<file path="src/rtl/rpn_executor.sv">
// rpn_executor: command execution stage for the RPN calculator.
// Converts keypad/operation commands into operand-stack strobe sequences.
module rpn_executor (
   input  logic        clock,
   input  logic        reset_n,
   input  logic        cmd_valid,
   output logic        cmd_ready,
   input  logic [2:0]  cmd_op,
   input  logic [3:0]  cmd_digit,
   input  logic [31:0] stk_top,
   input  logic [31:0] stk_next,
   input  logic [5:0]  stk_count,
   input  logic        stk_error,
   output logic        stk_push,
   output logic        stk_pop,
   output logic        stk_write,
   output logic [31:0] stk_value,
   output logic [1:0]  err_code
);

   typedef enum logic [2:0] {
      IDLE,
      DIVIDE,
      POP,
      PUSH,
      WRITE
   } state_t;

   localparam logic [2:0] OP_DIGIT = 3'd0;
   localparam logic [2:0] OP_ENTER = 3'd1;
   localparam logic [2:0] OP_ADD   = 3'd2;
   localparam logic [2:0] OP_SUB   = 3'd3;
   localparam logic [2:0] OP_MUL   = 3'd4;
   localparam logic [2:0] OP_DIV   = 3'd5;
   localparam logic [2:0] OP_NEG   = 3'd6;
   localparam logic [2:0] OP_DROP  = 3'd7;

   localparam logic [1:0] ERR_NONE  = 2'd0;
   localparam logic [1:0] ERR_UNDER = 2'd1;
   localparam logic [1:0] ERR_OVER  = 2'd2;
   localparam logic [1:0] ERR_DIV0  = 2'd3;

   state_t      state;
   logic        then_write;
   logic [31:0] div_q;
   logic [31:0] div_r;
   logic [31:0] div_d;
   logic [4:0]  div_cnt;

   logic [32:0] rem_sh;
   logic [32:0] rem_sub;
   logic        fits;
   logic [31:0] r_nxt;
   logic [31:0] q_nxt;
   logic        two_ok;

   assign cmd_ready = (state == IDLE);
   assign two_ok    = (stk_count >= 6'd2);

   // One restoring-division step: shift in the next dividend bit, try to subtract.
   always_comb begin
      rem_sh  = {div_r, div_q[31]};
      rem_sub = rem_sh - {1'b0, div_d};
      fits    = ~rem_sub[32];
      r_nxt   = fits ? rem_sub[31:0] : rem_sh[31:0];
      q_nxt   = {div_q[30:0], fits};
   end

   // Command sequencer with registered strobes, result and error code.
   always_ff @(posedge clock or negedge reset_n) begin
      if (!reset_n) begin
         state      <= IDLE;
         then_write <= 1'b0;
         stk_push   <= 1'b0;
         stk_pop    <= 1'b0;
         stk_write  <= 1'b0;
         stk_value  <= '0;
         err_code   <= ERR_NONE;
         div_q      <= '0;
         div_r      <= '0;
         div_d      <= '0;
         div_cnt    <= '0;
      end else begin
         stk_push  <= 1'b0;
         stk_pop   <= 1'b0;
         stk_write <= 1'b0;
         unique case (state)
            IDLE: begin
               if (cmd_valid) begin
                  err_code <= ERR_NONE;
                  if (stk_error) begin
                     err_code <= ERR_OVER;
                  end else begin
                     unique case (cmd_op)
                        OP_DIGIT: begin
                           stk_value <= (stk_top * 32'd10) + {28'd0, cmd_digit};
                           stk_write <= 1'b1;
                           state     <= WRITE;
                        end
                        OP_NEG: begin
                           stk_value <= 32'd0 - stk_top;
                           stk_write <= 1'b1;
                           state     <= WRITE;
                        end
                        OP_ENTER: begin
                           if (stk_count == 6'd63) begin
                              err_code <= ERR_OVER;
                           end else begin
                              stk_push <= 1'b1;
                              state    <= PUSH;
                           end
                        end
                        OP_ADD, OP_SUB, OP_MUL: begin
                           if (!two_ok) begin
                              err_code <= ERR_UNDER;
                           end else begin
                              if (cmd_op == OP_ADD)
                                 stk_value <= stk_next + stk_top;
                              else if (cmd_op == OP_SUB)
                                 stk_value <= stk_next - stk_top;
                              else
                                 stk_value <= stk_next * stk_top;
                              then_write <= 1'b1;
                              stk_pop    <= 1'b1;
                              state      <= POP;
                           end
                        end
                        OP_DIV: begin
                           if (!two_ok) begin
                              err_code <= ERR_UNDER;
                           end else if (stk_top == 32'd0) begin
                              err_code <= ERR_DIV0;
                           end else begin
                              div_q      <= stk_next;
                              div_d      <= stk_top;
                              div_r      <= '0;
                              div_cnt    <= '0;
                              then_write <= 1'b1;
                              state      <= DIVIDE;
                           end
                        end
                        OP_DROP: begin
                           if (stk_count > 6'd1) begin
                              then_write <= 1'b0;
                              stk_pop    <= 1'b1;
                              state      <= POP;
                           end else begin
                              stk_value <= '0;
                              stk_write <= 1'b1;
                              state     <= WRITE;
                           end
                        end
                        default: ;
                     endcase
                  end
               end
            end
            DIVIDE: begin
               div_q   <= q_nxt;
               div_r   <= r_nxt;
               div_cnt <= div_cnt + 5'd1;
               if (div_cnt == 5'd31) begin
                  stk_value <= q_nxt;
                  stk_pop   <= 1'b1;
                  state     <= POP;
               end
            end
            POP: begin
               if (then_write) begin
                  stk_write <= 1'b1;
                  state     <= WRITE;
               end else begin
                  state <= IDLE;
               end
            end
            PUSH:    state <= IDLE;
            WRITE:   state <= IDLE;
            default: state <= IDLE;
         endcase
      end
   end

endmodule

</file>
<file path="config.mk">
export PLATFORM = sky130hd
export DESIGN_NAME = rpn_executor
export DESIGN_NICKNAME = d
export VERILOG_FILES = /design/src/rtl/rpn_executor.sv
export SDC_FILE = /design/constraint.sdc
export NUM_CORES = 2
export LEC_CHECK = 0
export CORE_MARGIN = 3
export CORE_UTILIZATION = 50
export DETAILED_ROUTE_END_ITERATION = 8
export DONT_BUFFER_PORTS = 1
export PLACE_DENSITY = 0.74
export SLEW_MARGIN = 40
export SYNTH_ARGS = -nofsm -noshare
export SYNTH_HDL_FRONTEND = slang
export SYNTH_SLANG_ARGS = --single-unit
</file>
<file path="constraint.sdc">
create_clock -name clock -period 3.3 [get_ports clock]
set_clock_uncertainty 0.15 [all_clocks]
set_input_delay 0.99 -clock clock [delete_from_list [all_inputs] [get_ports clock]]
set_output_delay 0.99 -clock clock [all_outputs]
set_load 0.005 [all_outputs]
</file>
# Word level (Yosys, flattened, before mapping)
# Cells that the tools add are included.
# W data, S select, Z words.
[word_totals]
reg_bits = 142
inputBits = 81
output_inout_bits = 38
wordCells = 132
[classes]
n_addsub = 6
mul = 2
order_cmp = 2
n_eq_ne = 27
muxes = 68
bitwise_logic = 3
n_reduce_logical = 13
[op_table]
columns = ["op", "count"]
rows = [
  ["$mux W32", 18],
  ["$pmux W32 S2", 3],
  ["$pmux W32 S4", 1],
  ["$sub A33 B32 Y33", 1],
  ["$add A32 B32 Y32", 1],
  ["$add A32 B4 Y32", 1],
  ["$logic_not A32 Y1", 1],
  ["$mul A32 B3 Y31 const B", 1],
  ["$mul A32 B32 Y32", 1],
  ["$sub A1 B32 Y32 const A", 1],
  ["$sub A32 B32 Y32", 1],
  ["$mux W3", 9],
  ["$mux W5", 5],
  ["$mux W1", 19],
  ["$ne A2 B2 Y1 const B", 8],
  ["$ne A3 B3 Y1 const B", 5],
  ["$pmux W3 S5", 1],
  ["$reduce_and A7 Y1", 2],
  ["$eq A3 B3 Y1 const B", 4],
  ["$reduce_and A6 Y1", 2],
  ["$pmux W5 S2", 1],
  ["$eq A3 B2 Y1 const B", 3],
  ["$pmux W3 S3", 1],
  ["$mux W2", 4],
  ["19 further kinds", 27],
]

# Logic depth before layout (Yosys ltp)
[logic_depth]
ltp_word = 8
depth_mapped = 30
ltp_nobuf = 28

# Worst setup path after synthesis
# No wires, ideal clock.
[synth_timing]
path_type = "input -> register"
startpoint = "input stk_top[8]"
endpoint = "register stk_value[30]"
setup_time_ns = 0.146
arrival_time_ns = 7.985
t_required_ns = 3.004
slack_ns = -4.981
cell_stages = 27
path_buffers = 2
cell_sequence = "clkbuf_1 clkbuf_1 nand2_1 fa_1 inv_1 fa_1 fa_1 inv_1 fa_1 inv_1 fa_1 inv_1 fa_1 inv_1 fa_1 fa_1 ha_1 a21o_1 a2111oi_0 nor3_1 o41ai_2 o221ai_1 o41ai_1 xnor2_1 a32o_1 a221oi_1 a311oi_1"
[synth_via]
elab_chain_cells = 8
elab_cells_between_ends = 13
cone_classes = "4 x add/sub; 2 x mul; 7 x mux"
[synth_rtl]
columns = ["element", "line", "source"]
rows = [
  ["from (decl)", "10", "input logic [31:0] stk_top,"],
  ["parallel branches: the longest is 4 deep, another holds $mul A32 B3 Y31", "-", ""],
  ["$pmux W32 S4 *", "94", "unique case (cmd_op)"],
  ["$mux W32 *", "91", "if (stk_error) begin"],
  ["$mux W32 *", "89", "if (cmd_valid) begin"],
  ["$pmux W32 S2 *", "87", "unique case (state)"],
  ["to (signal assigned)", "96", "stk_value <= (stk_top * 32'd10) + {28'd0, cmd_digit};"],
  ["to (signal assigned)", "101", "stk_value <= 32'd0 - stk_top;"],
  ["to (signal assigned)", "118", "stk_value <= stk_next + stk_top;"],
  ["to (decl)", "17", "output logic [31:0] stk_value,"],
]
# Every way passes the cells marked *. The select of a mux whose other input is x is not followed.
# A chain may end at the register's enable or synchronous reset.

# Worst setup path in the final report
[layout_timing]
startpoint = "input stk_top[6]"
endpoint = "register stk_value[30]"
# Same word-level chain as after synthesis.

==> impl_metrics.yaml <==
status:
  status: "complete, but fails checks"
  violations: "negative setup slack"
synth:
  post-synth-top-count-cell: "inv_1"
  syn_area_sq_um: 30400
  synth_common_cells: "inv_1 (528), fa_1 (413), nand2_1 (388)"
  synthCells: 3651
  synth_enable_flop_cells: 0
  syn-mean-instance-area_sq_um: 8.33
  ys.flop_type: "dfrtp_1"
  synth_top_area_share_pct: 27.2
  yosysWarnings: 0
  ys_top_cells_by_area: "fa_1 (27%), dfrtp_1 (12%), ha_1 (11%)"
  yosys.area.top_type: "fa_1"
  seq_area_frac_synth_pct: 11.7
  async_reset_ff_share_pct: 100
  synth-seq-cells: 142
  synth_cell_type_count: 90
  synth_nets: 4423
worst_hold_path:
  hp-class: "input pin to async pin"
detailed_routing:
  drt_first_iter_violations: 2757
  wl_per_cell_microns: 22.7
  wl_met3_microns: 12000
  drt_wl_total_microns: 110000
  maxUsedRoutingLayer: "met4"
  viasPerCell: 5.96
  drcViolationCount: 0
  vias: 28900
  wl_met2_microns: 51000
  met1_length_microns: 40600
  drt-pass1-iter-count: 9
  ant_nets: 0
cts:
  cts_tree: "done"
  clock_latency_ns: 0.46
  cts_buffer_depth: 2
  root_buffer: "clkbuf_16"
  cts_num_sinks: 142
  clk_pin_slew_worst_paths_ns: 0.07
  cts_max_level: 4
  cts_hold_repair.buffers: 0
  numCtsBuffers: 17
cells_and_area:
  final_net_count: 4826
  num-fill-cells: 4718
  seqCellArea_sq_um: 3550
  drive_gt1_share_pct: 22.3
  utilization_pct: 63.4
  multiInputGateArea_sq_um: 25600
  fin_area_sq_um: 37800
  syn2layout_area_growth_pct: 24.3
  stdcell_count: 4841
placed_design:
  dpl.hpwl_microns: 82300
  dpl_worst_slack_ns: -4.92
  portBuffers: 0
  dp_cells: 4746
  finalWeightedCongestion: 1.04
  placed_cell_area_sq_um: 35000
critical_path:
  rr_startpoint: "div_q[31]$_DFFE_PN0P_"
  crit_arrival_ns: 7.76
  required_ns: 3.48
  end_kind: "flop"
  crit_start: "stk_top[6]"
  crit_end: "stk_value[30]$_DFFE_PN0P_"
  rr_endpoint: "div_r[17]$_DFFE_PN0P_"
  cp-start-kind: "input pin"
  cp_max_fo: 30
  r2r_setup_slack_ns: -0.02
  critPathKind: "input pin to flop"
  worstRegToRegCells: 16
timing:
  finalSetupViolCount: 131
  slew_headroom_pct: 43.9
  drv_slew: 0
  fmax_mhz: 132
  fin_crit_sh_pct: 230
  finalHoldViolCount: 0
  rsz0062_at_grt: "yes"
  worst_pin_slew_ns: 0.835
  fin_crit_ns: 7.58
  finalWorstSetupSlack_ns: -4.28
floorplan:
  io_pins: 119
  start_util_pct: 51.0
  die-width_microns: 253
  die_h_microns: 253
  rows: 89
  core_area_sq_um: 59600
  dieArea_sq_um: 63800
global_route:
  grtUsageTotal_pct: 34.5
  grt_pass1_wl_microns: 170000
  grt_pass1_vias: 29900
  grt_max_degree: 143
  antenna_found_initial: 1
  grt_overflow_total: 0
job:
  max_cap_viol_count: 0
state kept, by name (all words and copies together), names as in the netlist:
register,count
div_d,32
stk_write,1
div_cnt,5
div_q,32
state,3
stk_pop,1
then_write,1
stk_push,1
div_r,32
err_code,2
stk_value,32
logic make-up (layout without fill, tap and decap cells):
kind of cell             count (synthesis)  in the layout  synth area share (%)
AO/OA/AOI/OAI                          736            736                  15.9
adder cells (fa/ha/maj)                691            691                  38.6
flip-flops                             142            142                  11.7
XOR/XNOR                               200            200                  5.85
AND/OR/NAND/NOR                       1152           1153                  18.6
multiplexers                            10             10                 0.337
buffers and inverters                  720           1135                  8.94
other                                    0              1                     0
worst max-delay path, cell delays in order:
cell and delay (ns):
and2_4 0.15, fa_1 0.56, fa_1 0.44, fa_1 0.50
inv_2 0.04, fa_1 0.54, inv_2 0.04, fa_1 0.48
inv_1 0.05, fa_1 0.48, inv_1 0.05, fa_1 0.46
fa_1 0.56, ha_4 0.22, a21o_1 0.18, a2111oi_4 0.31
nor3_2 0.10, o41ai_2 0.21, buf_4 0.22, o221ai_4 0.11
o41ai_2 0.34, xnor2_1 0.15, a32o_2 0.24, a221oi_2 0.22
a311oi_1 0.06
through the flow:
| stage | setup TNS, ns | hold WS (ns) |
|---|---|---|
| after detailed placement | -170.91 | 0.331 |
| after floorplan | -123.77 | 0.304 |
| final | -105.85 | 0.0769 |
| after global placement | -169.09 | 0.324 |
| after CTS | -109.10 | 0.0591 |
| after global routing | -113.83 | 0.0587 |
metal layers:
metal | global-route usage (%) | vias up
met4 | 17.5 | 0
met3 | 9.74 | 381
met2 | 56.7 | 1509
met1 | 41.7 | 14100
met5 | 0 | -
li1 | - | 12800
cells in the final DEF, fill, tap and decap left out, drive strengths merged, types with 38 or more instances in the layout:
| master | count |
|---|---|
| inv | 536 |
| nor2 | 225 |
| a21oi | 200 |
| ha | 278 |
| a21o | 38 |
| fa | 413 |
| nand2 | 388 |
| dfrtp | 142 |
| nor3 | 57 |
| o21ai | 189 |
| xnor2 | 144 |
| nand3 | 46 |
| xor2 | 56 |
| and2 | 269 |
| buf | 571 |
repair_timing:
action | in CTS | in global routing
pin swaps | 160 | 96
resized for setup | 309 | 100
gates cloned | 17 | 0
buffers inserted | 44 | 10
endpoints found under the setup margin | 127 | 134
layout make-up:
class	instances	share of cell area [%]
repair buffers	573	13.4
well taps	773	2.56
clock inverters	14	0.334
inverters	530	5.32
multi-input cells	2790	67.8
diodes	1	0.00662
flip-flops and latches	142	9.40
clock buffers	18	1.14
worst min path at each step:
| stage | endpoint | slack [ns] | cells past startpoint |
|---|---|---|---|
| CTS | div_d[6]$_DFFE_PN0P_ | 0.06 | 0 |
| detailed placement | div_q[3]$_DFFE_PN0P_ | 0.33 | 2 |
| floorplan | div_q[3]$_DFFE_PN0P_ | 0.30 | 2 |
| finish | div_d[11]$_DFFE_PN0P_ | 0.08 | 0 |
| global route | div_d[11]$_DFFE_PN0P_ | 0.06 | 0 |
| global placement | div_q[3]$_DFFE_PN0P_ | 0.32 | 2 |
Power is left out: the tool's default activity adds up to more than one toggle a clock period on the data nets, which glitch-free logic cannot reach.
